File: src/rtl/load_extend_pkg.sv
// Shared encodings for the load-extend controller: access sizes, FSM states
// and the request legality check used at accept time.
package load_extend_pkg;

    localparam logic [1:0] SIZE_BYTE = 2'b00;
    localparam logic [1:0] SIZE_HALF = 2'b01;
    localparam logic [1:0] SIZE_WORD = 2'b10;

    typedef enum logic [1:0] {
        IDLE = 2'b00,
        MEM  = 2'b01,
        RESP = 2'b10
    } state_t;

    // Reserved size or an access that straddles its natural alignment.
    function automatic logic request_error(input logic [1:0] size,
                                           input logic [1:0] offset);
        logic bad;
        case (size)
            SIZE_BYTE: bad = 1'b0;
            SIZE_HALF: bad = offset[0];
            SIZE_WORD: bad = (offset != 2'b00);
            default:   bad = 1'b1;
        endcase
        return bad;
    endfunction

endpackage

File: src/rtl/load_extend_ctrl_lane.sv
// lane_extend: picks the addressed byte/half lane out of a little-endian
// read word and sign- or zero-extends it to 32 bits. Purely combinational.
module lane_extend
    import load_extend_pkg::*;
(
    input  logic [31:0] rdata,
    input  logic [1:0]  offset,
    input  logic [1:0]  size,
    input  logic        sign_ext,
    output logic [31:0] data
);

    logic [7:0]  lane_b;
    logic [15:0] lane_h;

    // Lane select followed by extension; words pass through untouched.
    always_comb begin
        lane_b = 8'h00;
        lane_h = 16'h0000;
        data   = rdata;
        case (offset)
            2'd0:    lane_b = rdata[7:0];
            2'd1:    lane_b = rdata[15:8];
            2'd2:    lane_b = rdata[23:16];
            default: lane_b = rdata[31:24];
        endcase
        lane_h = offset[1] ? rdata[31:16] : rdata[15:0];
        case (size)
            SIZE_BYTE: data = {{24{sign_ext & lane_b[7]}}, lane_b};
            SIZE_HALF: data = {{16{sign_ext & lane_h[15]}}, lane_h};
            default:   data = rdata;
        endcase
    end

endmodule

File: src/rtl/load_extend_ctrl.sv
// load_extend_ctrl: accepts byte/half/word loads, issues one aligned word
// read, extends the selected lane and returns it on a valid/ready channel.
// Optional memory-wait timeout: define LOAD_EXTEND_TIMEOUT_EN.
//
//   state | meaning
//   IDLE  | ready for a new request
//   MEM   | word read outstanding, waiting for mem_ack
//   RESP  | result/error held until resp_ready
module load_extend_ctrl
    import load_extend_pkg::*;
#(
    parameter int ADDR_W         = 32,
    parameter int TIMEOUT_CYCLES = 16
) (
    input  logic              clk,
    input  logic              rst_n,
    input  logic              req_valid,
    output logic              req_ready,
    input  logic [ADDR_W-1:0] req_addr,
    input  logic [1:0]        req_size,
    input  logic              req_signed,
    output logic              mem_req,
    output logic [ADDR_W-1:0] mem_addr,
    input  logic              mem_ack,
    input  logic [31:0]       mem_rdata,
    output logic              resp_valid,
    input  logic              resp_ready,
    output logic [31:0]       resp_data,
    output logic              resp_err
);

    state_t      state;
    logic [1:0]  offset_q;
    logic [1:0]  size_q;
    logic        signed_q;
    logic [31:0] ext_data;
    logic        req_bad;

    lane_extend u_lane (
        .rdata    (mem_rdata),
        .offset   (offset_q),
        .size     (size_q),
        .sign_ext (signed_q),
        .data     (ext_data)
    );

    // Legality of the incoming request, decided before it is latched.
    always_comb req_bad = request_error(req_size, req_addr[1:0]);

`ifdef LOAD_EXTEND_TIMEOUT_EN
    localparam int WAIT_W = $clog2(TIMEOUT_CYCLES + 1);
    localparam logic [WAIT_W-1:0] WAIT_LIMIT = WAIT_W'(TIMEOUT_CYCLES);
    logic [WAIT_W-1:0] wait_cnt;
    logic              wait_limit;

    // This MEM cycle is the last one allowed without an acknowledge.
    always_comb wait_limit = ((wait_cnt + 1'b1) == WAIT_LIMIT);
`endif

    // Controller FSM with all handshake outputs registered.
    always_ff @(posedge clk or negedge rst_n) begin
        if (!rst_n) begin
            state      <= IDLE;
            req_ready  <= 1'b1;
            mem_req    <= 1'b0;
            mem_addr   <= '0;
            resp_valid <= 1'b0;
            resp_data  <= 32'h0;
            resp_err   <= 1'b0;
            offset_q   <= 2'b00;
            size_q     <= SIZE_BYTE;
            signed_q   <= 1'b0;
`ifdef LOAD_EXTEND_TIMEOUT_EN
            wait_cnt   <= '0;
`endif
        end else begin
            case (state)
                IDLE: begin
                    if (req_valid && req_ready) begin
                        offset_q  <= req_addr[1:0];
                        size_q    <= req_size;
                        signed_q  <= req_signed;
                        req_ready <= 1'b0;
                        if (req_bad) begin
                            state      <= RESP;
                            resp_valid <= 1'b1;
                            resp_data  <= 32'h0;
                            resp_err   <= 1'b1;
                        end else begin
                            state    <= MEM;
                            mem_req  <= 1'b1;
                            mem_addr <= {req_addr[ADDR_W-1:2], 2'b00};
`ifdef LOAD_EXTEND_TIMEOUT_EN
                            wait_cnt <= '0;
`endif
                        end
                    end
                end
                MEM: begin
                    if (mem_req && mem_ack) begin
                        state      <= RESP;
                        mem_req    <= 1'b0;
                        resp_valid <= 1'b1;
                        resp_data  <= ext_data;
                        resp_err   <= 1'b0;
`ifdef LOAD_EXTEND_TIMEOUT_EN
                    end else if (wait_limit) begin
                        state      <= RESP;
                        mem_req    <= 1'b0;
                        resp_valid <= 1'b1;
                        resp_data  <= 32'h0;
                        resp_err   <= 1'b1;
                    end else begin
                        wait_cnt <= wait_cnt + 1'b1;
`endif
                    end
                end
                RESP: begin
                    if (resp_ready) begin
                        state      <= IDLE;
                        resp_valid <= 1'b0;
                        req_ready  <= 1'b1;
                    end
                end
                default: begin
                    state      <= IDLE;
                    req_ready  <= 1'b1;
                    mem_req    <= 1'b0;
                    resp_valid <= 1'b0;
                end
            endcase
        end
    end

endmodule

File: config.mk
export PLATFORM = sky130hd
export DESIGN_NAME = load_extend_ctrl
export DESIGN_NICKNAME = d
export VERILOG_FILES = /design/src/rtl/load_extend_pkg.sv /design/src/rtl/load_extend_ctrl_lane.sv /design/src/rtl/load_extend_ctrl.sv
export SDC_FILE = /design/constraint.sdc
export NUM_CORES = 1
export LEC_CHECK = 0
export ABC_AREA = 1
export BUFFER_PORTS_ARGS = -buffer_cell sky130_fd_sc_hd__buf_4
export CORE_ASPECT_RATIO = 0.8
export CORE_MARGIN = 10
export CORE_UTILIZATION = 37
export CTS_CLUSTER_SIZE = 10
export DETAILED_ROUTE_END_ITERATION = 6
export PLACE_DENSITY = 0.66
export SETUP_SLACK_MARGIN = 0.4
export SLEW_MARGIN = 30
export SYNTH_ARGS = -nofsm -noshare
export SYNTH_HDL_FRONTEND = slang
export SYNTH_SLANG_ARGS = --single-unit
File: constraint.sdc
create_clock -name clk -period 1.3 [get_ports clk]
set_input_delay 0.13 -clock clk [delete_from_list [all_inputs] [get_ports clk]]
set_output_delay 0.13 -clock clk [all_outputs]
set_load 0.02 [all_outputs]
==> results of run 1 <==
[logic make-up after synthesis]
kind of cell | share of synthesized area, %
AO/OA/AOI/OAI | 7.83
other | 0.106
multiplexers | 0.317
buffers and inverters | 7.54
AND/OR/NAND/NOR | 32.7
flip-flops | 51.5
[repair_timing]
| item | 4_1_cts | 5_1_grt |
|---|---|---|
| resized for setup | 106 | 84 |
| hold buffers | 10 | 4 |
| cloned | 1 | 3 |
| pin swaps | 7 | 26 |
| setup buffers | 26 | 21 |
| setup endpoints to repair | 139 | 157 |
| endpoints found under the hold margin | 30 | 4 |
[worst max-delay path: cells and delay by family, from the launching register on]
| kind | cells | cell delay (ns) |
|---|---|---|
| flip-flops | 1 | 0.54 |
| AND/OR/NAND/NOR | 6 | 0.49 |
| buffers and inverters | 2 | 0.27 |
[power by group]
group	total [mW]	switching, mW	internal (mW)
Clock	2.50	0.966	1.54
Combinational	8.21	4.20	4.00
Sequential	3.87	0.738	3.13
[routing by layer]
layer	vias up	part of all wire, %	GRT usage, %
li1	1870	-	-
met4	0	1.6	4.01
met3	24	6.3	5.91
met2	143	50	30.0
met5	-	0	0
met1	1844	42	21.4
[path summary, 6_finish.rpt]
path                          startpoint       endpoint  slack [ns]  cells after the start
setup / recovery               req_ready  resp_data[25]       -0.11                      8
hold / removal              req_addr[25]   mem_addr[25]       0.002                      3
setup reg to reg               req_ready  resp_data[25]       -0.11                      8
hold reg to reg            resp_data[23]  resp_data[23]        0.49                      2
max in group asynchronous          rst_n    offset_q[0]        0.55                      3
min in group asynchronous          rst_n      size_q[1]        0.25                      2
[area by class of cell]
type	instances	area (sq um)	share of cell area, %
Clock buffer	11	243	3.81
Clock inverter	5	56.3	0.884
Inverter	31	135	2.12
Multi-Input combinational cell	331	1780	27.9
Sequential cell	73	1830	28.8
Tap cell	115	144	2.26
Timing Repair Buffer	232	2180	34.3
[registers in the layout (all words and copies together), names as in the netlist]
signal      cells
offset_q        2
mem_addr       30
resp_valid      1
resp_err        1
state           2
mem_req         1
resp_data      32
signed_q        1
req_ready       1
size_q          2
[cells in the mapped netlist, drive strengths merged]
cell    instances
a21o            2
a21oi          17
a31oi           1
buf            21
clkbuf          2
conb            1
dfrtp          72
dfstp           1
inv            31
mux2            1
nand2         223
nand3          26
nand3b          1
nor2           19
nor3            1
o211ai          4
o21a            1
o21ai          26
or2             6
[metrics by stage]
stage                     instance area, sq um  worst slack, ns  hold WS (ns)
after floorplan                           3580          -0.0520        -0.166
final                                     6370           -0.115       0.00189
after CTS                                 5840          -0.0626      0.000116
after detailed placement                  4870           -0.126        0.0563
after global routing                      6370           -0.183      -0.00221
after global placement                    4870          -0.0671        0.0564
==> results.cfg, run 1 <==
[clocking]
path_clk_slew_ns = 0.06
max-clock-path-buffers = 2
cts_tree = done
cts-root-buf = clkbuf_16
cts_num_sinks = 73
numCtsBuffers = 9
clk_latency_ns = 0.33
htree_levels = 3

[sta]
setup_viol = 65
fin_tns_setup_ns = -4.58
hold_viol_final = 0
rsz0062_at_grt = yes
finClkSkew_ns = 0.00955
final_max_slew_viol_count = 0
period_minus_slack_ns = 1.41
min_period_over_period_pct = 109
max_freq_mhz = 707
worst_slack_ns = -0.115

[hold_path]
min_path_type = input pin to flip-flop

[critical_path]
arrival_ns = 1.63
critPathLaunchType = flip-flop
critPathCaptureType = flip-flop
criticalPathCategory = flip-flop to flip-flop
crit_fanout = 14
crit_required_ns = 1.52
path_common_cell = nand2_2
slowest_delay_ns = 0.54
cp_slowest_cell = dfstp_2
path_cells = nand2_2 > nand2_2 > nand2_2 > inv_2 > nand3_4 > buf_12 > nand2_1 > nand2_1

[yosys]
synth.avg_cell_area_sq_um = 7.78
ys_ff_latch = 73
ys_warn_count = 0
synth_largest_area_cell = dfrtp_1
synth_area_leaders = dfrtp_1 (51%), nand2_1 (23%), o21ai_0 (2.8%)
netlist_area_sq_um = 3550
synth_cell_type_count = 29
yosysSeqAreaShare_pct = 51.5
synthCells = 456
yosys.area.top_type_share_pct = 50.8

[die]
start_util_pct = 38.6
core_sq_um = 9190
die_area_sq_um = 13900
die_y_um = 108
dieWidth_um = 130
io_pins = 140
row_count = 31

[layout]
fin_cells = 798
synthToLayoutAreaGrowth_pct = 79.5
fill_cells = 722
final_core_util_pct = 69.3
final_nets = 750
layout-drive-gt1-share_pct = 50.1
insertedDiodeCount = 0
final_common_cell = nand2_1
final_cell_mix = nand2_1 (158), buf_4 (133), buf_6 (76), dfrtp_1 (68), nand2_2 (54)

[global_route]
grt_pass1_wl_mm = 19.8
grt_overflow = 0
grt_pass1_vias = 3901
antenna_found_initial = 0
grt_max_degree = 33
grt_usage_pct = 17.7

[job]
drv_cap = 0

[route]
via_per_inst = 4.86
antenna_left = 0
num_vias = 3881
initialDrtViolationCount = 308
avgRoutedWirePerCell_um = 16.6
routed_wl_mm = 13.3
first_pass_iters = 6
drc = 0

[power]
leakage_nw = 3.47
p_per_area_nw_per_um2 = 2290
power.total_mw = 14.6
peakVddDrop_mv = 1.09

[placed_design]
routabilityCongestion = 0.900
dp_hpwl_mm = 9.11
port_buffers = 137
dp_cells = 717

[run_status]
status = finished with violations
violations = setup timing
(Power assumes the default switching activity.)
==> run 2, diff against run 1 <==
==> constraint.sdc (replaced) <==
create_clock -name clk -period 1.3 [get_ports clk]
set_input_delay 0.13 -clock clk [delete_from_list [all_inputs] [get_ports clk]]
set_output_delay 0.13 -clock clk [all_outputs]
set_load 0.01 [all_outputs]
==> results.cfg, run 2 (synthesized netlist as in run 1, its figures left out) <==
[placed_design]
dp_hpwl_mm = 9.22
dp_cells = 716
port_buffers = 137
routabilityCongestion = 0.907

[layout]
largestRegisters = resp_data (32), mem_addr (30)
synthToLayoutAreaGrowth_pct = 78.1
insertedDiodeCount = 0
final_cell_mix = nand2_1 (175), buf_4 (145), buf_6 (73), dfrtp_1 (67), nand2_2 (39)
final_common_cell = nand2_1
fin_cells = 808
top_register = resp_data
largest_reg_flops = 32
final_nets = 760
layout-drive-gt1-share_pct = 47.2

[sta]
finClkSkew_ns = 0.00683
setup_viol = 65
rsz0062_at_grt = yes
min_period_over_period_pct = 108
final_max_slew_viol_count = 0
period_minus_slack_ns = 1.40
fin_tns_setup_ns = -3.54
max_freq_mhz = 712
worst_slack_ns = -0.105
hold_viol_final = 0

[clocking]
cts-root-buf = clkbuf_16
htree_levels = 3
cts_tree = done
max-clock-path-buffers = 2
cts_num_sinks = 73
path_clk_slew_ns = 0.06
clk_latency_ns = 0.33
numCtsBuffers = 9

[critical_path]
crit_fanout = 22
cp_slowest_cell = dfstp_2
crit_required_ns = 1.52
criticalPathCategory = flip-flop to flip-flop
critical_path_buf_inv_count = 2
slowest_delay_ns = 0.55
critPathCaptureType = flip-flop
reg2reg_depth = 8
arrival_ns = 1.62
rrSetupSlack_ns = -0.10
r2r-end = resp_data[25]
critical_path.top_delay_family = flip-flops
reg2reg_from = req_ready
critPathLaunchType = flip-flop
path_cells = nand2_4 > nand2_2 > nand2_2 > inv_2 > nand3_4 > buf_12 > nand2_1 > nand2_1

[global_route]
grt_pass1_vias = 3922
grt_overflow = 0
grt_max_degree = 35
antenna_found_initial = 0
grt_pass1_wl_mm = 20.3
grt_usage_pct = 18.3

[die]
dieWidth_um = 130
core_sq_um = 9190
row_count = 31
start_util_pct = 38.6
die_area_sq_um = 13900
io_pins = 140
die_y_um = 108

[power]
leakage_nw = 3.46
peakVddDrop_mv = 1.14
p_per_area_nw_per_um2 = 2150

[hold_path]
hold_path_startpoint = req_addr[25]
hold_depth = 3
min_path_type = input pin to flip-flop
min_to = mem_addr[25]

[route]
routed-wl-met2_mm = 6.61
antenna_left = 0
initialDrtViolationCount = 292
drc = 0
avgRoutedWirePerCell_um = 16.7
via_per_inst = 4.82
num_vias = 3891
first_pass_iters = 5
routed.top_layer = met4
wl_met1_mm = 5.69
routed_wl_mm = 13.5
wl_met3_um = 894

[job]
drv_cap = 0

[run_status]
violations = setup timing
status = finished with violations
-- run 2: cell count changes in the layout (fill, tap and decap cells not counted), sizes merged --
cell / previous run / this run
buf: 216 / 223
clkbuf: 13 / 17
dlygate4sd3: 14 / 17
clkinv: 3 / 1
bufinv: 1 / 0
clkinvlp: 1 / 0
-- run 2: power breakdown --
part / internal, mW / switching, mW / leakage (nW) / total [mW]
Sequential: 3.14 / 0.742 / 0.944 / 3.88
Clock: 1.35 / 0.903 / 0.128 / 2.25
Combinational: 3.89 / 3.59 / 2.39 / 7.49
-- run 2: worst max path at each step --
stage / start / depth (start not counted) / slack (ns) / to
after global placement: offset_q[1] / 6 / -0.08 / resp_data[25]
after detailed placement: offset_q[1] / 6 / -0.17 / resp_data[25]
after global routing: state[0] / 7 / -0.17 / mem_addr[24]
final: req_ready / 8 / -0.10 / resp_data[25]
after floorplan: req_ready / 8 / -0.005 / resp_data[7]
after CTS: req_ready / 8 / -0.08 / resp_data[25]
-- run 2: final cells by class --
cell class	count	area, sq um
timing repair buffer	242	2230
clock inverter	1	5.00
inverter	31	136
tap	115	144
sequential	73	1830
fill	736	2870
clock buffer	15	258
multi-input combinational	331	1710
-- run 2: stage by stage --
step                worst slack, ns  hold WS, ns  power, mW  utilization [%]  area (sq um)
floorplan                  -0.00547       -0.166       6.58                -          3580
global placement            -0.0785       0.0537       8.95             52.6          4840
detailed placement           -0.166       0.0617       9.07             52.6          4840
CTS                         -0.0787     0.000607       12.8             63.7          5860
global route                 -0.165    -0.000254       14.5             68.8          6320
finish                       -0.105      0.00714       13.6             68.8          6320
-- run 2: routing by layer --
| metal | vias up | global-route usage, % |
|---|---|---|
| li1 | 1876 | - |
| met1 | 1857 | 22.3 |
| met2 | 135 | 30.6 |
| met3 | 23 | 5.51 |
| met4 | 0 | 5.77 |
| met5 | - | 0 |
-- run 2: worst register-to-register path, stage by stage, from the launching register on --
cell and delay [ns]:
dfstp_2 0.55, nand2_4 0.06, nand2_2 0.08, nand2_2 0.06
inv_2 0.07, nand3_4 0.15, buf_12 0.20, nand2_1 0.07
nand2_1 0.05
-- run 2: what timing repair did --
action	CTS	global route
setup buffers	30	24
pin swaps	7	19
resized for setup	96	71
gates cloned	2	3
hold buffers	17	0
hold endpoints to repair	37	0
setup endpoints to repair	139	157
==> run 3, diff against run 2 <==
--- a/config.mk
+++ b/config.mk
@@ -5,14 +5,13 @@
 export SDC_FILE = /design/constraint.sdc
 export NUM_CORES = 1
 export LEC_CHECK = 0
-export ABC_AREA = 1
 export BUFFER_PORTS_ARGS = -buffer_cell sky130_fd_sc_hd__buf_4
 export CORE_ASPECT_RATIO = 0.8
 export CORE_MARGIN = 10
 export CORE_UTILIZATION = 37
 export CTS_CLUSTER_SIZE = 10
 export DETAILED_ROUTE_END_ITERATION = 6
-export PLACE_DENSITY = 0.66
+export PLACE_DENSITY = 0.67
 export SETUP_SLACK_MARGIN = 0.4
 export SLEW_MARGIN = 30
 export SYNTH_ARGS = -nofsm -noshare
==> results.cfg, run 3 <==
[placed_design]
routabilityCongestion = 0.830
port_buffers = 137
place_area_sq_um = 4800
dp_hpwl_mm = 8.15

[critical_path]
criticalPathCategory = flip-flop to flip-flop
critPathCaptureType = flip-flop
cp_slowest_cell = dfrtp_2
path_cells = mux2_4 > a22oi_4 > a2111oi_4 > buf_12 > a221o_2
critPathLaunchType = flip-flop
crit_required_ns = 1.51
crit_fanout = 16
critPathLaunch = offset_q[0]
reg2reg_from = offset_q[0]
arrival_ns = 1.84
slowest_delay_ns = 0.44
reg2reg_depth = 5

[run_status]
status = finished with violations
violations = setup timing

[yosys]
synth_largest_area_cell = dfrtp_1
netlist_area_sq_um = 3380
dominantRegCellSynth = dfrtp_1
ys_warn_count = 0
synthTopCellsByCount = dfrtp_1 (72), mux2_2 (48), a221o_2 (16), o21ai_0 (13)
post-synth-top-count-cell = dfrtp_1
yosysSeqAreaShare_pct = 54.1
ys_ff_latch = 73
synthArstFlopShare_pct = 100
synth_area_leaders = dfrtp_1 (53%), mux2_2 (16%), a221o_2 (5.3%)
yosys.area.top_type_share_pct = 53.3
synth_cell_type_count = 40
synth.avg_cell_area_sq_um = 12.9
synth_edf_count = 0
synthCells = 261

[layout]
fin_area_sq_um = 6200
final_cell_mix = buf_4 (133), buf_6 (87), dfrtp_1 (68), mux2_2 (41), a221o_2 (16)
final_nets = 558
insertedDiodeCount = 0
layout-drive-gt1-share_pct = 71.9
regArea_sq_um = 1830
final_common_cell = buf_4
final_core_util_pct = 68.9
multiInputGateArea_sq_um = 1610
largest_reg_flops = 32
synthToLayoutAreaGrowth_pct = 83.5
fill_cells = 629
top_register = resp_data
largestRegisters = resp_data (32), mem_addr (30)

[global_route]
grt_max_degree = 42
grt_usage_pct = 17.2
grt.busiest_layer = met2
grt_pass1_vias = 3429
grt_use_met1_pct = 19.7
antenna_found_initial = 0
grtUsageMet2_pct = 27.7
use_met3_pct = 8.51
grt_pass1_wl_mm = 18.5
grt_overflow = 0

[sta]
hold_viol_final = 0
worst_slack_ns = -0.338
fin_hold_ws_ns = 0.0164
rsz0062_at_grt = yes
finClkSkew_ns = 0.00446
min_period_over_period_pct = 126
max_freq_mhz = 611
fin_tns_setup_ns = -17.13
final_max_slew_viol_count = 0
period_minus_slack_ns = 1.64
setup_viol = 70

[clocking]
cts-root-buf = clkbuf_16
clk_latency_ns = 0.33
cts_num_sinks = 73
htree_levels = 3
cts_tree = done
path_clk_slew_ns = 0.05
max-clock-path-buffers = 2
numCtsBuffers = 9

[power]
switching_share_pct = 19.9
combPwrFrac_pct = 6.6
power.total_mw = 5.51
p_seq_share_pct = 41.3
p_switching_mw = 1.10
leakage_nw = 3.16
p_int_mw = 4.41
power_frac_clock_pct = 52.1
p_per_area_nw_per_um2 = 888
peakVddDrop_mv = 0.535

[die]
die_area_sq_um = 13400
start_util_pct = 37.6
core_sq_um = 9000
row_count = 31
die_y_um = 105
dieWidth_um = 127
io_pins = 140

[route]
drc = 0
avgRoutedWirePerCell_um = 19.5
num_vias = 3069
via_per_inst = 5.06
routed_wl_mm = 11.8
antenna_left = 0
initialDrtViolationCount = 152
first_pass_iters = 7

[job]
drv_cap = 0

[hold_path]
min_path_type = input pin to flip-flop
hold_path_startpoint = req_signed
hold_depth = 3
-- run 3: cell types whose count changed after synthesis, sizes merged, moves of 11 or more --
cell and delta:
nand2 -216, mux2 +47, inv -27, nand3 -25
a221o +16, o21ai -13, nand2b +11
-- run 3: routing by layer --
metal  share of wire [%]  up-vias
li1                    -     1412
met1                  42     1500
met2                  47      143
met3                  10       14
met4                 1.3        0
met5                   0        -
-- run 3: path summary, 6_finish.rpt --
| check | slack [ns] | to |
|---|---|---|
| worst max-delay path | -0.34 | resp_data[25] |
| worst min-delay path | 0.02 | signed_q |
| worst max register to register | -0.34 | resp_data[25] |
| worst min register to register | 0.51 | resp_data[6] |
| max in group asynchronous | 0.50 | req_ready |
| min in group asynchronous | 0.22 | resp_data[23] |
-- run 3: stage by stage --
stage / setup WS, ns / cells
2_1_floorplan: -0.405 / 262
3_3_place_gp: -0.563 / 533
3_5_place_dp: -0.651 / 533
4_1_cts: -0.332 / 592
5_1_grt: -0.387 / 606
6_report: -0.338 / 606
-- run 3: power groups by stage --
stage | clock (mW) | combinational [mW] | sequential (mW)
3_3_place_gp | 0 | 0.334 | 2.31
4_1_cts | 2.92 | 0.348 | 2.27
3_5_place_dp | 0 | 0.335 | 2.31
2_1_floorplan | 0 | 0.0665 | 2.31
5_1_grt | 3.00 | 0.397 | 2.27
6_report | 2.87 | 0.365 | 2.27
-- run 3: kinds of logic (layout without fill, tap and decap cells) --
kind of cell / Yosys count / count (layout) / share of synthesized area [%]
simple gates: 42 / 43 / 6.59
mux: 55 / 55 / 18.1
buf+inv: 25 / 253 / 4.89
compound gates: 65 / 65 / 16.3
flops: 73 / 73 / 54.1
other cells: 1 / 2 / 0.111
-- run 3: final cells by class --
| type | instances | share of cell area (%) |
|---|---|---|
| Timing Repair Buffer | 233 | 36.4 |
| Sequential cell | 73 | 29.6 |
| Multi-Input combinational cell | 165 | 25.9 |
| Clock buffer | 11 | 3.91 |
| Tap cell | 115 | 2.32 |
| Clock inverter | 5 | 1.65 |
| Inverter | 4 | 0.242 |
-- run 3: what timing repair did --
| item | in CTS | in global routing |
|---|---|---|
| endpoints found under the hold margin | 56 | 0 |
| hold buffers | 1 | 0 |
| pin swaps | 10 | 4 |
| buffers inserted | 38 | 13 |
| endpoints found under the setup margin | 139 | 139 |
| gates resized for setup | 110 | 26 |
| cloned | 4 | 1 |
-- run 3: critical path, delay by kind of cell (launching register included) --
family / cells / cell delay [ns]
AO/OA/AOI/OAI: 3 / 0.60
flip-flops: 1 / 0.44
multiplexers: 1 / 0.33
buffers and inverters: 1 / 0.16
